File: config.mk
export PLATFORM = sky130hd
export DESIGN_NAME = comp_csr_master
export DESIGN_NICKNAME = d
export VERILOG_FILES = /design/src/rtl/comp_csr_master.sv
export SDC_FILE = /design/constraint.sdc
export NUM_CORES = 1
export LEC_CHECK = 0
export CAP_MARGIN = 20
export CORE_ASPECT_RATIO = 0.6
export CORE_UTILIZATION = 42
export DETAILED_ROUTE_END_ITERATION = 10
export PLACE_DENSITY = 0.76
export SLEW_MARGIN = 20
export SYNTH_ARGS = -nofsm -noshare
export SYNTH_HDL_FRONTEND = slang
export SYNTH_SLANG_ARGS = --single-unit
File: constraint.sdc
create_clock -name clk -period 1.7 [get_ports clk]
set_clock_uncertainty 0.2 [all_clocks]
set_input_delay 0.34 -clock clk [delete_from_list [all_inputs] [get_ports clk]]
set_output_delay 0.34 -clock clk [all_outputs]
set_load 0.1 [all_outputs]
File: src/rtl/comp_csr_master.sv
// ---------------------------------------------------------------------------
// comp_csr_master
//
// Avalon-MM initiator that services the comparator CSR slave in hardware.
// It does two jobs:
//   * Pointer programming: on a cfg request it writes the task's end pointer
//     and then its start pointer into the comparator's pointer directories.
//   * Interrupt service: when irq is high it reads the exception, success and
//     fail registers, clears the exception register (which drops irq and
//     clears the vectors in the comparator) and reports the outcome on a
//     one-cycle result strobe.
//
// Ports
//   clk, reset_n      clock and synchronous active-low reset
//   cfg_valid/ready   pointer-config handshake (ready only in the accept cycle)
//   cfg_task/start/end task id and CRC RAM pointers to program
//   irq               comparator interrupt, level sensitive
//   av_*              Avalon-MM initiator port to the comparator CSR slave
//   res_valid         one-cycle strobe when a service completes
//   res_task/collision decoded exception register fields
//   res_succ/fail_vec success and fail register snapshots
//   err_timeout       sticky: a transfer was abandoned after a waitrequest stall
// ---------------------------------------------------------------------------
module comp_csr_master #(
    parameter int                ADDR_W     = 8,
    parameter int                DATA_W     = 32,
    parameter int                RAM_AW     = 10,
    parameter int                KEY_W      = 4,
    parameter logic [ADDR_W-1:0] EXC_OFF    = 8'h00,
    parameter logic [ADDR_W-1:0] SUCC_OFF   = 8'h01,
    parameter logic [ADDR_W-1:0] FAIL_OFF   = 8'h02,
    parameter logic [ADDR_W-1:0] START_BASE = 8'h10,
    parameter logic [ADDR_W-1:0] END_BASE   = 8'h20,
    parameter int                EXC_EX_BIT = 4,
    parameter int                TIMEOUT    = 255
) (
    input  logic                  clk,
    input  logic                  reset_n,
    input  logic                  cfg_valid,
    output logic                  cfg_ready,
    input  logic [KEY_W-1:0]      cfg_task,
    input  logic [RAM_AW-1:0]     cfg_start,
    input  logic [RAM_AW-1:0]     cfg_end,
    input  logic                  irq,
    output logic [ADDR_W-1:0]     av_address,
    output logic                  av_read,
    output logic                  av_write,
    output logic [DATA_W-1:0]     av_writedata,
    input  logic [DATA_W-1:0]     av_readdata,
    input  logic                  av_waitrequest,
    output logic                  res_valid,
    output logic [KEY_W-1:0]      res_task,
    output logic                  res_collision,
    output logic [2**KEY_W-1:0]   res_succ_vec,
    output logic [2**KEY_W-1:0]   res_fail_vec,
    output logic                  err_timeout
);

    localparam int NT    = 2**KEY_W;
    localparam int CNT_W = $clog2(TIMEOUT + 1);

    typedef enum logic [3:0] {
        S_IDLE,
        S_WR_END,
        S_WR_START,
        S_RD_EXC,
        S_RD_SUCC,
        S_RD_FAIL,
        S_WR_CLR,
        S_REPORT,
        S_GAP
    } state_t;

    state_t             state_q, state_d;

    // Set for the first cycle of a transfer state entered straight from a
    // completed transfer, so the strobes drop for one cycle between transfers.
    logic               bubble_q, bubble_d;

    logic [CNT_W-1:0]   wait_cnt_q, wait_cnt_d;
    logic               err_q, err_d;

    logic [KEY_W-1:0]   cfg_task_q, cfg_task_d;
    logic [RAM_AW-1:0]  cfg_start_q, cfg_start_d;
    logic [RAM_AW-1:0]  cfg_end_q, cfg_end_d;

    // Working copies of the registers read during a service. They are only
    // published to res_* once the clear write has completed, so an aborted
    // service never disturbs the previously reported result.
    logic [KEY_W-1:0]   exc_task_q, exc_task_d;
    logic               exc_coll_q, exc_coll_d;
    logic [NT-1:0]      succ_q, succ_d;
    logic [NT-1:0]      fail_q, fail_d;

    logic [KEY_W-1:0]   res_task_q, res_task_d;
    logic               res_coll_q, res_coll_d;
    logic [NT-1:0]      res_succ_q, res_succ_d;
    logic [NT-1:0]      res_fail_q, res_fail_d;

    logic               xfer_active;
    logic               xfer_done;
    logic               xfer_stall;
    logic               timeout_hit;

    // Only the low vector bits and the exception fields of the read data are
    // meaningful; the rest of the word is deliberately ignored.
    logic               readdata_unused;
    assign readdata_unused = ^av_readdata;

    assign xfer_done   = xfer_active && !av_waitrequest;
    assign xfer_stall  = xfer_active && av_waitrequest;
    // The counter holds the number of stall cycles already seen; the stall
    // that would bring it to TIMEOUT is the one that abandons the transfer.
    assign timeout_hit = xfer_stall && (wait_cnt_q == CNT_W'(TIMEOUT - 1));

    // -----------------------------------------------------------------------
    // State register
    // -----------------------------------------------------------------------
    always_ff @(posedge clk) begin
        if (!reset_n) begin
            state_q  <= S_IDLE;
            bubble_q <= 1'b0;
        end else begin
            state_q  <= state_d;
            bubble_q <= bubble_d;
        end
    end

    // -----------------------------------------------------------------------
    // Datapath registers
    // -----------------------------------------------------------------------
    always_ff @(posedge clk) begin
        if (!reset_n) begin
            wait_cnt_q  <= '0;
            err_q       <= 1'b0;
            cfg_task_q  <= '0;
            cfg_start_q <= '0;
            cfg_end_q   <= '0;
            exc_task_q  <= '0;
            exc_coll_q  <= 1'b0;
            succ_q      <= '0;
            fail_q      <= '0;
            res_task_q  <= '0;
            res_coll_q  <= 1'b0;
            res_succ_q  <= '0;
            res_fail_q  <= '0;
        end else begin
            wait_cnt_q  <= wait_cnt_d;
            err_q       <= err_d;
            cfg_task_q  <= cfg_task_d;
            cfg_start_q <= cfg_start_d;
            cfg_end_q   <= cfg_end_d;
            exc_task_q  <= exc_task_d;
            exc_coll_q  <= exc_coll_d;
            succ_q      <= succ_d;
            fail_q      <= fail_d;
            res_task_q  <= res_task_d;
            res_coll_q  <= res_coll_d;
            res_succ_q  <= res_succ_d;
            res_fail_q  <= res_fail_d;
        end
    end

    // -----------------------------------------------------------------------
    // Next-state and datapath update
    // -----------------------------------------------------------------------
    always_comb begin
        state_d     = state_q;
        bubble_d    = 1'b0;
        wait_cnt_d  = '0;
        err_d       = err_q;
        cfg_task_d  = cfg_task_q;
        cfg_start_d = cfg_start_q;
        cfg_end_d   = cfg_end_q;
        exc_task_d  = exc_task_q;
        exc_coll_d  = exc_coll_q;
        succ_d      = succ_q;
        fail_d      = fail_q;
        res_task_d  = res_task_q;
        res_coll_d  = res_coll_q;
        res_succ_d  = res_succ_q;
        res_fail_d  = res_fail_q;

        // Any cycle that is not a stall (including a completion) leaves the
        // counter at zero, so every new transfer starts counting from zero.
        if (xfer_stall) begin
            wait_cnt_d = wait_cnt_q + 1'b1;
        end

        unique case (state_q)
            S_IDLE: begin
                if (irq) begin
                    state_d = S_RD_EXC;
                end else if (cfg_valid) begin
                    cfg_task_d  = cfg_task;
                    cfg_start_d = cfg_start;
                    cfg_end_d   = cfg_end;
                    state_d     = S_WR_END;
                end
            end
            S_WR_END: begin
                if (xfer_done) begin
                    state_d  = S_WR_START;
                    bubble_d = 1'b1;
                end
            end
            S_WR_START: begin
                if (xfer_done) begin
                    state_d = S_GAP;
                end
            end
            S_RD_EXC: begin
                if (xfer_done) begin
                    exc_task_d = av_readdata[KEY_W-1:0];
                    exc_coll_d = av_readdata[EXC_EX_BIT];
                    state_d    = S_RD_SUCC;
                    bubble_d   = 1'b1;
                end
            end
            S_RD_SUCC: begin
                if (xfer_done) begin
                    succ_d   = av_readdata[NT-1:0];
                    state_d  = S_RD_FAIL;
                    bubble_d = 1'b1;
                end
            end
            S_RD_FAIL: begin
                if (xfer_done) begin
                    fail_d   = av_readdata[NT-1:0];
                    state_d  = S_WR_CLR;
                    bubble_d = 1'b1;
                end
            end
            S_WR_CLR: begin
                if (xfer_done) begin
                    res_task_d = exc_task_q;
                    res_coll_d = exc_coll_q;
                    res_succ_d = succ_q;
                    res_fail_d = fail_q;
                    state_d    = S_REPORT;
                end
            end
            S_REPORT: begin
                state_d = S_GAP;
            end
            S_GAP: begin
                state_d = S_IDLE;
            end
            default: begin
                state_d = S_IDLE;
            end
        endcase

        // Abandon whatever transfer is stuck; an accepted config or an
        // in-progress service is simply dropped.
        if (timeout_hit) begin
            state_d  = S_GAP;
            bubble_d = 1'b0;
            err_d    = 1'b1;
        end
    end

    // -----------------------------------------------------------------------
    // Outputs
    // -----------------------------------------------------------------------
    always_comb begin
        xfer_active  = 1'b0;
        av_read      = 1'b0;
        av_write     = 1'b0;
        av_address   = '0;
        av_writedata = '0;
        res_valid    = 1'b0;
        cfg_ready    = 1'b0;

        unique case (state_q)
            S_IDLE: begin
                cfg_ready = reset_n && !irq && cfg_valid;
            end
            S_WR_END: begin
                av_write     = !bubble_q;
                av_address   = END_BASE + ADDR_W'(cfg_task_q);
                av_writedata = DATA_W'(cfg_end_q);
            end
            S_WR_START: begin
                av_write     = !bubble_q;
                av_address   = START_BASE + ADDR_W'(cfg_task_q);
                av_writedata = DATA_W'(cfg_start_q);
            end
            S_RD_EXC: begin
                av_read    = !bubble_q;
                av_address = EXC_OFF;
            end
            S_RD_SUCC: begin
                av_read    = !bubble_q;
                av_address = SUCC_OFF;
            end
            S_RD_FAIL: begin
                av_read    = !bubble_q;
                av_address = FAIL_OFF;
            end
            S_WR_CLR: begin
                av_write     = !bubble_q;
                av_address   = EXC_OFF;
                av_writedata = '0;
            end
            S_REPORT: begin
                res_valid = 1'b1;
            end
            default: begin
            end
        endcase

        xfer_active = av_read || av_write;
    end

    assign res_task      = res_task_q;
    assign res_collision = res_coll_q;
    assign res_succ_vec  = res_succ_q;
    assign res_fail_vec  = res_fail_q;
    assign err_timeout   = err_q;

endmodule

==> results.yml <==
pwr:
  seqPwrFrac_pct: 33.6
  cellPowerDensity_nw_per_um2: 1180
  clockPowerShare_pct: 24.9
  power_leakage_uw: 0.00288
  swShare_pct: 37.1
  ir_drop_v: 0.00137
  switching_power_uw: 3240
  p_int_uw: 5500
  combPwrFrac_pct: 41.4
clock_network:
  cts_buffers: 9
  clock_path_buffers: 2
  cts_max_level: 3
  cts_root_buf: "clkbuf_16"
  cts_sinks: 112
  hold_buffers: 0
  insertion_delay_ps: 350
  cts_tree: "done"
  cts.clk_slew.worst_paths_ps: 70
place:
  finalWeightedCongestion: 0.847
  placedInstanceArea_um2: 6670
  hpwl_um: 8620
  io_buffers: 102
detailed_routing:
  drc_errors: 0
  vias: 4176
  ant_nets: 0
  routed_wl_um: 13000
  first_pass_iters: 4
  wl_per_cell_um: 15.8
  first_iter_violations: 298
  vias_per_cell: 5.08
global_route:
  overflow: 0
  grt_use_total_pct: 22.1
  grt_pass1_vias: 3993
  grt_max_degree: 38
  grt_pass1_wl_um: 19700
  antenna_found_initial: 0
timing:
  max_freq_ghz: 0.469
  period_share_pct: 125
  hold_ws_ps: 143
  drv_slew: 0
  fin_crit_ps: 2130
  hold_viol_final: 0
  grt_setup_unrepaired: "yes"
  fin_ws_ps: -432
  final-setup-viol-count: 29
critical_path:
  startpoint: "state_q[3]"
  path_max_fanout: 5
  cp.required_ps: 1160
  critPathKind: "reg2out"
  r2r_slack_ps: -140
  crit_end: "cfg_ready"
  reg2reg_to: "state_q[0]"
  worstSetupEndpointType: "output port"
  rr_startpoint: "state_q[2]"
  worstRegToRegCells: 6
  arrival_ps: 1590
  start_kind: "flop"
yosys:
  ys_async_sr_fraction_pct: 0
  synth_top_cells_by_area: "dfxtp_1 49%, nand2_1 13%, a21oi_1 9.0%"
  ys_dominant_reg_cell: "dfxtp_1"
  yosysWarnings: 0
  yosys-top-cells-count: "160 x nand2_1, 112 x dfxtp_1, 83 x a21oi_1, 35 x nor2_1, 32 x buf_4"
  synth_edf_count: 0
  ys_seq_elements: 112
  netlist_area_um2: 4590
  post-synth-top-area-fraction_pct: 48.8
  yosysMostFrequentCell: "nand2_1"
  synth_cell_types: 46
  synth_area_per_cell_um2: 8.40
  syn_inst: 547
  synth_top_area_cell: "dfxtp_1"
  synth-seq-area-share_pct: 48.8
finish:
  fin_nets: 741
  final_area_um2: 7410
  area_growth_pct: 61.3
  drive_above_1_share_pct: 28.7
  antenna_cells: 0
outcome:
  violations: "setup timing"
  status: "finished, violations left"
floorplan:
  die_y_um: 83.0
  die_area_um2: 11400
  io_pins: 143
  start_util_pct: 43.4
  die_w_um: 137
  rows: 29
  core_area_um2: 10600
run:
  cap_violations: 0
worst_hold_path:
  min_path_type: "in2reg"
==> through the flow <==
step	TNS (ps)	utilization (%)	worst slack, ps	cells	total power [uW]
4_1_cts	-8010	67.5	-447	813	8470
3_3_place_gp	-21470	62.9	-319	792	5880
6_report	-8120	69.9	-432	822	8740
3_5_place_dp	-26950	62.9	-367	792	5970
5_1_grt	-10480	69.9	-477	822	9050
2_1_floorplan	-5580	-	-381	570	5050
==> cell families after synthesis <==
group,after synthesis,synth area share (%)
DFF,112,48.8
AOI/OAI and AO/OA,106,13.7
adders and majority gates,2,0.545
muxes,22,4.79
xor gates and xnor gates,6,1.14
buffers and inverters,63,8.47
other,1,0.0816
and+or+nand+nor,235,22.5
==> routing by layer <==
layer	wire length, um	GRT usage, %	part of all wire, %
met1	5750	30.6	44
met2	6220	35.2	48
met3	864	4.33	6.7
met4	161	5.29	1.2
met5	0	0	0
==> critical path, stage by stage (launching register included) <==
cell	delay [ps]
dfxtp_4	370
buf_6	130
nor2_4	100
nand4b_1	120
buf_4	170
nor2_4	160
buf_12	190
==> layout by cell type (no fill, tap or decap), types with 3 or more instances in the layout <==
cell type,instances
a21oi_1,69
a21oi_2,13
a22o_4,10
and2_4,3
buf_12,67
buf_4,28
buf_6,12
clkbuf_16,12
clkdlybuf4s50_1,43
conb_1,24
dfxtp_1,107
dfxtp_4,4
mux2i_1,20
nand2_1,158
nand3_1,6
nor2_1,32
nor2_4,6
nor2b_4,3
nor3_4,3
xnor2_1,3
xor2_1,3
==> worst min path at each step <==
stage,cells after the start,from,to,slack (ps)
after CTS,2,succ_q[7],res_succ_vec[7],260
after global placement,2,succ_q[4],res_succ_vec[4],240
after detailed placement,2,succ_q[7],res_succ_vec[7],250
after floorplan,1,av_waitrequest,bubble_q,220
after global routing,2,av_waitrequest,bubble_q,140
final,2,av_waitrequest,bubble_q,140
==> power groups by stage <==
stage	sequential, uW	clock (uW)	combinational, uW
floorplan	2920	0	2130
global placement	2960	0	2920
detailed placement	2970	0	3000
CTS	2930	2230	3310
global route	2960	2330	3760
finish	2940	2180	3620
==> flip-flops by register name, indices dropped and copies added (netlist names), 8 cells and up <==
signal and cells:
cfg_end_q 10, res_fail_vec 16, succ_q 16, fail_q 16, wait_cnt_q 8, res_succ_vec 16
cfg_start_q 10
==> cell type report <==
cell class	instances	area, um^2
Multi-Input combinational cell	395	2380
Sequential cell	112	2260
Fill cell	744	3180
Clock buffer	9	225
Tap cell	139	174
Clock inverter	7	90.1
Inverter	3	11.3
Timing Repair Buffer	157	2270
==> what timing repair did <==
item / CTS / global route
endpoints found under the setup margin: 40 / 79
gates cloned: 2 / 4
resized for setup: 26 / 37
setup buffers: 3 / 8
pin swaps: 10 / 17
Power figures use the tool's default switching activity.
==> RTL edit 1 (same settings) <==
Take the reset off `res_fail_q` and load it in a clocked block of its own.
--- a/src/rtl/comp_csr_master.sv
+++ b/src/rtl/comp_csr_master.sv
@@ -143,7 +143,6 @@
             res_task_q  <= '0;
             res_coll_q  <= 1'b0;
             res_succ_q  <= '0;
-            res_fail_q  <= '0;
         end else begin
             wait_cnt_q  <= wait_cnt_d;
             err_q       <= err_d;
@@ -157,8 +156,11 @@
             res_task_q  <= res_task_d;
             res_coll_q  <= res_coll_d;
             res_succ_q  <= res_succ_d;
-            res_fail_q  <= res_fail_d;
         end
+    end
+
+    always_ff @(posedge clk) begin
+        res_fail_q <= res_fail_d;
     end
 
     // -----------------------------------------------------------------------
Check against the original RTL: differs if reset_n is asserted again (counterexample within 10 cycles, from zero or initial values and one cycle with reset_n low); with reset_n held inactive, the same outputs for 10 cycles.
==> RTL edit 1 against the original RTL <==
The run still ends with negative setup slack left; power increased by 0.26%; count of clock-buffer cells in the layout unchanged; synthesized cell count decreased by 5.5%; utilization increased by 2.6 points; routed wire length increased by 16%; area after synthesis increased by 1.2%; clock power decreased by 3%; non-clock buffer count increased by 14; sequential cell count unchanged; critical endpoint is now av_writedata[3]; cell count decreased by 1.1%; design area increased by 4.4%; setup slack got worse by 0.16 ns.
==> RTL edit 1: results (changes against the original RTL) <==
layout:
  stdcell_count: 813  # was 822
  fin_nets: 732  # was 741
  drive_gt1_frac: 0.332  # was 0.287
placement:
  pre_cts_ws_ns: -0.454  # was -0.367 ns
  dp_hpwl_mm: 8.52  # was 8.62 mm
  dpl.cell_count: 765  # was 792
  place_congestion: 0.859  # was 0.847
detailed_routing:
  dr.pass1.iters: 5  # was 4
  wl_mm: 15.1  # was 13.0 mm
  via_per_inst: 5.18  # was 5.08
status:
  status: "finished, violations left"  # unchanged
  violations: "negative setup slack"  # unchanged
synthesis:
  synth_area_leaders: "dfxtp_1 41%, nand2_1 13%, edfxtp_1 10%"  # was dfxtp_1 49%, nand2_1 13%, a21oi_1 9.0%
  synth_commonest_cells: "162 x nand2_1, 96 x dfxtp_1, 45 x a21boi_0"  # was 160 x nand2_1, 112 x dfxtp_1, 83 x a21oi_1
  ys_types: 44  # was 46
  synth_edf_count: 16  # was 0
  ys_seq_area_frac: 0.517  # was 0.488
worst_setup_path:
  rrSetupSlack_ns: -0.30  # was -0.14 ns
  path_max_fanout: 7  # was 5
  r2r_cells: 10  # was 6
  worstReg2RegEnd: "state_q[3]"  # was state_q[0]
sta:
  fin_ws_ns: -0.594  # was -0.432 ns
  fin_setup_tns_ns: -24.65  # was -8.12 ns
  finalSetupViolations: 129  # was 29
global_routing:
  grt_start_max_net_pins: 48  # was 38
-- RTL edit 1: worst min-delay path by stage --
stage          slack, ns  startpoint  cells after the start          endpoint
6_report            0.23  fail_q[15]                      0  res_fail_vec[15]
5_1_grt             0.24  fail_q[15]                      0  res_fail_vec[15]
4_1_cts             0.23  fail_q[15]                      0  res_fail_vec[15]
3_5_place_dp        0.21  fail_q[15]                      0  res_fail_vec[15]
3_3_place_gp        0.21  fail_q[15]                      0  res_fail_vec[15]
2_1_floorplan       0.21   fail_q[0]                      0   res_fail_vec[0]
-- RTL edit 1: power breakdown --
part,internal [mW],switching [mW]
Combinational,1.61,2.10
Clock,1.04,1.08
Sequential,2.81,0.127
Total,5.46,3.31
-- RTL edit 1: kinds of logic after synthesis --
logic type      count (synthesis)  synth area share
other cells                     1          0.000807
xor+xnor                        6            0.0113
buf+inv                        59            0.0783
fa+ha+maj                       2           0.00538
compound gates                102             0.166
flops                         112             0.517
simple gates                  228             0.206
mux                             7            0.0151
-- RTL edit 1: routing by layer --
layer  global-route usage  part of all wire  up-vias
li1                     -                 -     1973
met1                0.310              0.42     1997
met2                0.376              0.48      192
met3               0.0559             0.068       47
met4               0.0781             0.030        0
met5                    0                 0        -
-- RTL edit 1: layout make-up --
class                      count  area, um^2
fill                         683        2930
timing repair buffer         171        2430
sequential                   112        2410
multi-input combinational    370        2400
clock buffer                   9         225
tap                          139         174
clock inverter                 7        72.6
inverter                       5        21.3
-- RTL edit 1: through the flow --
step | cell area (um^2) | hold slack (ns)
5_1_grt | 7740 | 0.245
3_3_place_gp | 6680 | 0.213
2_1_floorplan | 4940 | 0.208
3_5_place_dp | 6680 | 0.215
4_1_cts | 7290 | 0.234
6_report | 7740 | 0.235
-- RTL edit 1: timing repair --
| item | 4_1_cts | 5_1_grt |
|---|---|---|
| setup buffers | 15 | 16 |
| pin swaps | 29 | 30 |
| setup endpoints to repair | 52 | 131 |
| gates resized for setup | 73 | 69 |
| gates cloned | 2 | 8 |
-- RTL edit 1: worst max-delay path, stage by stage, from the launching register on --
cell	delay, ns
dfxtp_2	0.34
or2_4	0.26
nor3_4	0.16
buf_6	0.14
buf_12	0.13
a22o_2	0.19
buf_12	0.18
==> RTL edit 2 (same settings) <==
Made on the original files. `DATA_W`: 32 -> 16.
--- a/src/rtl/comp_csr_master.sv
+++ b/src/rtl/comp_csr_master.sv
@@ -23,7 +23,7 @@
 // ---------------------------------------------------------------------------
 module comp_csr_master #(
     parameter int                ADDR_W     = 8,
-    parameter int                DATA_W     = 32,
+    parameter int                DATA_W     = 16,
     parameter int                RAM_AW     = 10,
     parameter int                KEY_W      = 4,
     parameter logic [ADDR_W-1:0] EXC_OFF    = 8'h00,
Interface: changed (resized av_readdata and av_writedata); port bits go from 143 to 111. The function was not compared with the original's and may differ.
==> RTL edit 2 against the original RTL <==
The flow still finishes with violations (negative setup slack); critical endpoint is now av_writedata[2]; utilization up 12 points; clock power fell by 5%; power is 0.74% lower; sequential cell count did not move; global-route usage rose by 5.9 points; design area increased by 12%; area after synthesis shrank 2.6%; setup slack got worse by 0.059 ns; largest cell class is now buffers; register-to-register slack worse by 0.15 ns; die area shrank 2.6%; critical path type unchanged; routed wire length up 38%.
==> RTL edit 2: results (changes against the original RTL) <==
worst_setup_path:
  crit_path_end: "av_writedata[2]"  # was cfg_ready
  worstReg2RegEnd: "res_succ_vec[3]"  # was state_q[0]
  critPathTopFamily: "flip-flops"  # was buffers and inverters
  r2r_cells: 10  # was 6
  rr_startpoint: "state_q[1]"  # was state_q[2]
  cp_data_arrival_time_ns: 1.65  # was 1.59 ns
  slowest_delay_ns: 0.39  # was 0.37 ns
  rrSetupSlack_ns: -0.29  # was -0.14 ns
  path_max_fanout: 14  # was 5
placement:
  port_buffers: 102  # unchanged
  dp_hpwl_mm: 8.78  # was 8.62 mm
  place_congestion: 0.833  # was 0.847
detailed_routing:
  drt_iter0_drc: 335  # was 298
  routed-wl-met2_mm: 8.75  # was 6.22 mm
  wl_mm: 18.0  # was 13.0 mm
  wl_met1_mm: 7.05  # was 5.75 mm
  dr_wl_met3_mm: 1.52  # was 864 um
  dr.pass1.iters: 5  # was 4
  vias: 4746  # was 4176
layout:
  drive_gt1_frac: 0.459  # was 0.287
  fin_nets: 737  # was 741
  num-fill-cells: 526  # was 744
power:
  cell_internal_pwr_mw: 5.46  # was 5.50 mW
  p_leak_nw: 3.49  # was 2.88 nW
  irDropWorstVdd_mv: 1.59  # was 1.37 mV
global_routing:
  grt_start_max_net_pins: 25  # was 38
  grt_pass1_vias: 4522  # was 3993
  use_met2: 0.472  # was 0.352
  track_usage: 0.280  # was 0.221
  grt_pass1_wl_mm: 23.3  # was 19.7 mm
  met3_usage: 0.0698  # was 0.0433
  met1_usage: 0.348  # was 0.306
clocking:
  cts_buffers: 9  # unchanged
  path_clk_slew_ns: 0.07  # about the same
  cts-root-buf: "clkbuf_16"  # unchanged
  clock_latency_ns: 0.36
sta:
  fin_ws_ns: -0.491  # was -0.432 ns
  fin_setup_tns_ns: -19.20  # was -8.12 ns
  finalSetupViolations: 92  # was 29
min_path:
  holdPathEnd: "bubble_q"  # unchanged
  min_path_type: "primary input to flip-flop"  # unchanged
  hold_depth: 2  # unchanged
synthesis:
  synth_commonest_cells: "160 x nand2_1, 112 x dfxtp_1, 83 x a21oi_1"  # unchanged
  async_reset_ff_frac: 0  # unchanged
  ys_seq_area_frac: 0.501  # was 0.488
  synth_area_leaders: "dfxtp_1 50%, nand2_1 13%, a21oi_1 9.3%"  # was dfxtp_1 49%, nand2_1 13%, a21oi_1 9.0%
status:
  status: "finished, violations left"  # unchanged
  violations: "negative setup slack"  # unchanged
RTL edit 2: changes by cell type after synthesis, sizes merged:
cell / before / now
buf: 43 / 27
RTL edit 2: cell families after synthesis:
logic type,count (synthesis),synth area share
AO/OA/AOI/OAI,106,0.140
XOR/XNOR,6,0.0117
adder cells (fa/ha/maj),2,0.00559
buffers and inverters,47,0.0601
flip-flops,112,0.501
multiplexers,22,0.0492
other,1,0.000838
AND/OR/NAND/NOR,235,0.231
RTL edit 2: layout make-up:
cell class / count / share of cell area
clock inverter: 4 / 0.00347
sequential: 112 / 0.272
tap: 135 / 0.0204
inverter: 3 / 0.00136
timing repair buffer: 185 / 0.337
multi-input combinational: 379 / 0.335
clock buffer: 12 / 0.0309
RTL edit 2: stage by stage:
step | instances | area (um^2) | hold WS [ns] | setup slack [ns] | total power [mW]
final | 830 | 8300 | 0.247 | -0.491 | 8.68
after global routing | 830 | 8300 | 0.246 | -0.537 | 8.91
after CTS | 821 | 7660 | 0.215 | -0.447 | 8.28
after detailed placement | 774 | 6670 | 0.245 | -0.403 | 5.86
after global placement | 774 | 6670 | 0.239 | -0.339 | 5.78
after floorplan | 538 | 4730 | 0.217 | -0.381 | 4.87
RTL edit 2: timing repair:
action                                  in CTS  in global routing
gates cloned                                10                  6
endpoints found under the setup margin      63                130
pin swaps                                   30                 70
gates resized for setup                     79                143
buffers inserted                            21                 14
RTL edit 2: power by group through the flow:
stage / clock [mW] / sequential (mW) / combinational (mW)
6_report: 2.07 / 2.96 / 3.65
5_1_grt: 2.17 / 2.98 / 3.77
4_1_cts: 2.03 / 2.93 / 3.32
3_5_place_dp: 0 / 2.98 / 2.88
3_3_place_gp: 0 / 2.97 / 2.81
2_1_floorplan: 0 / 2.92 / 1.95
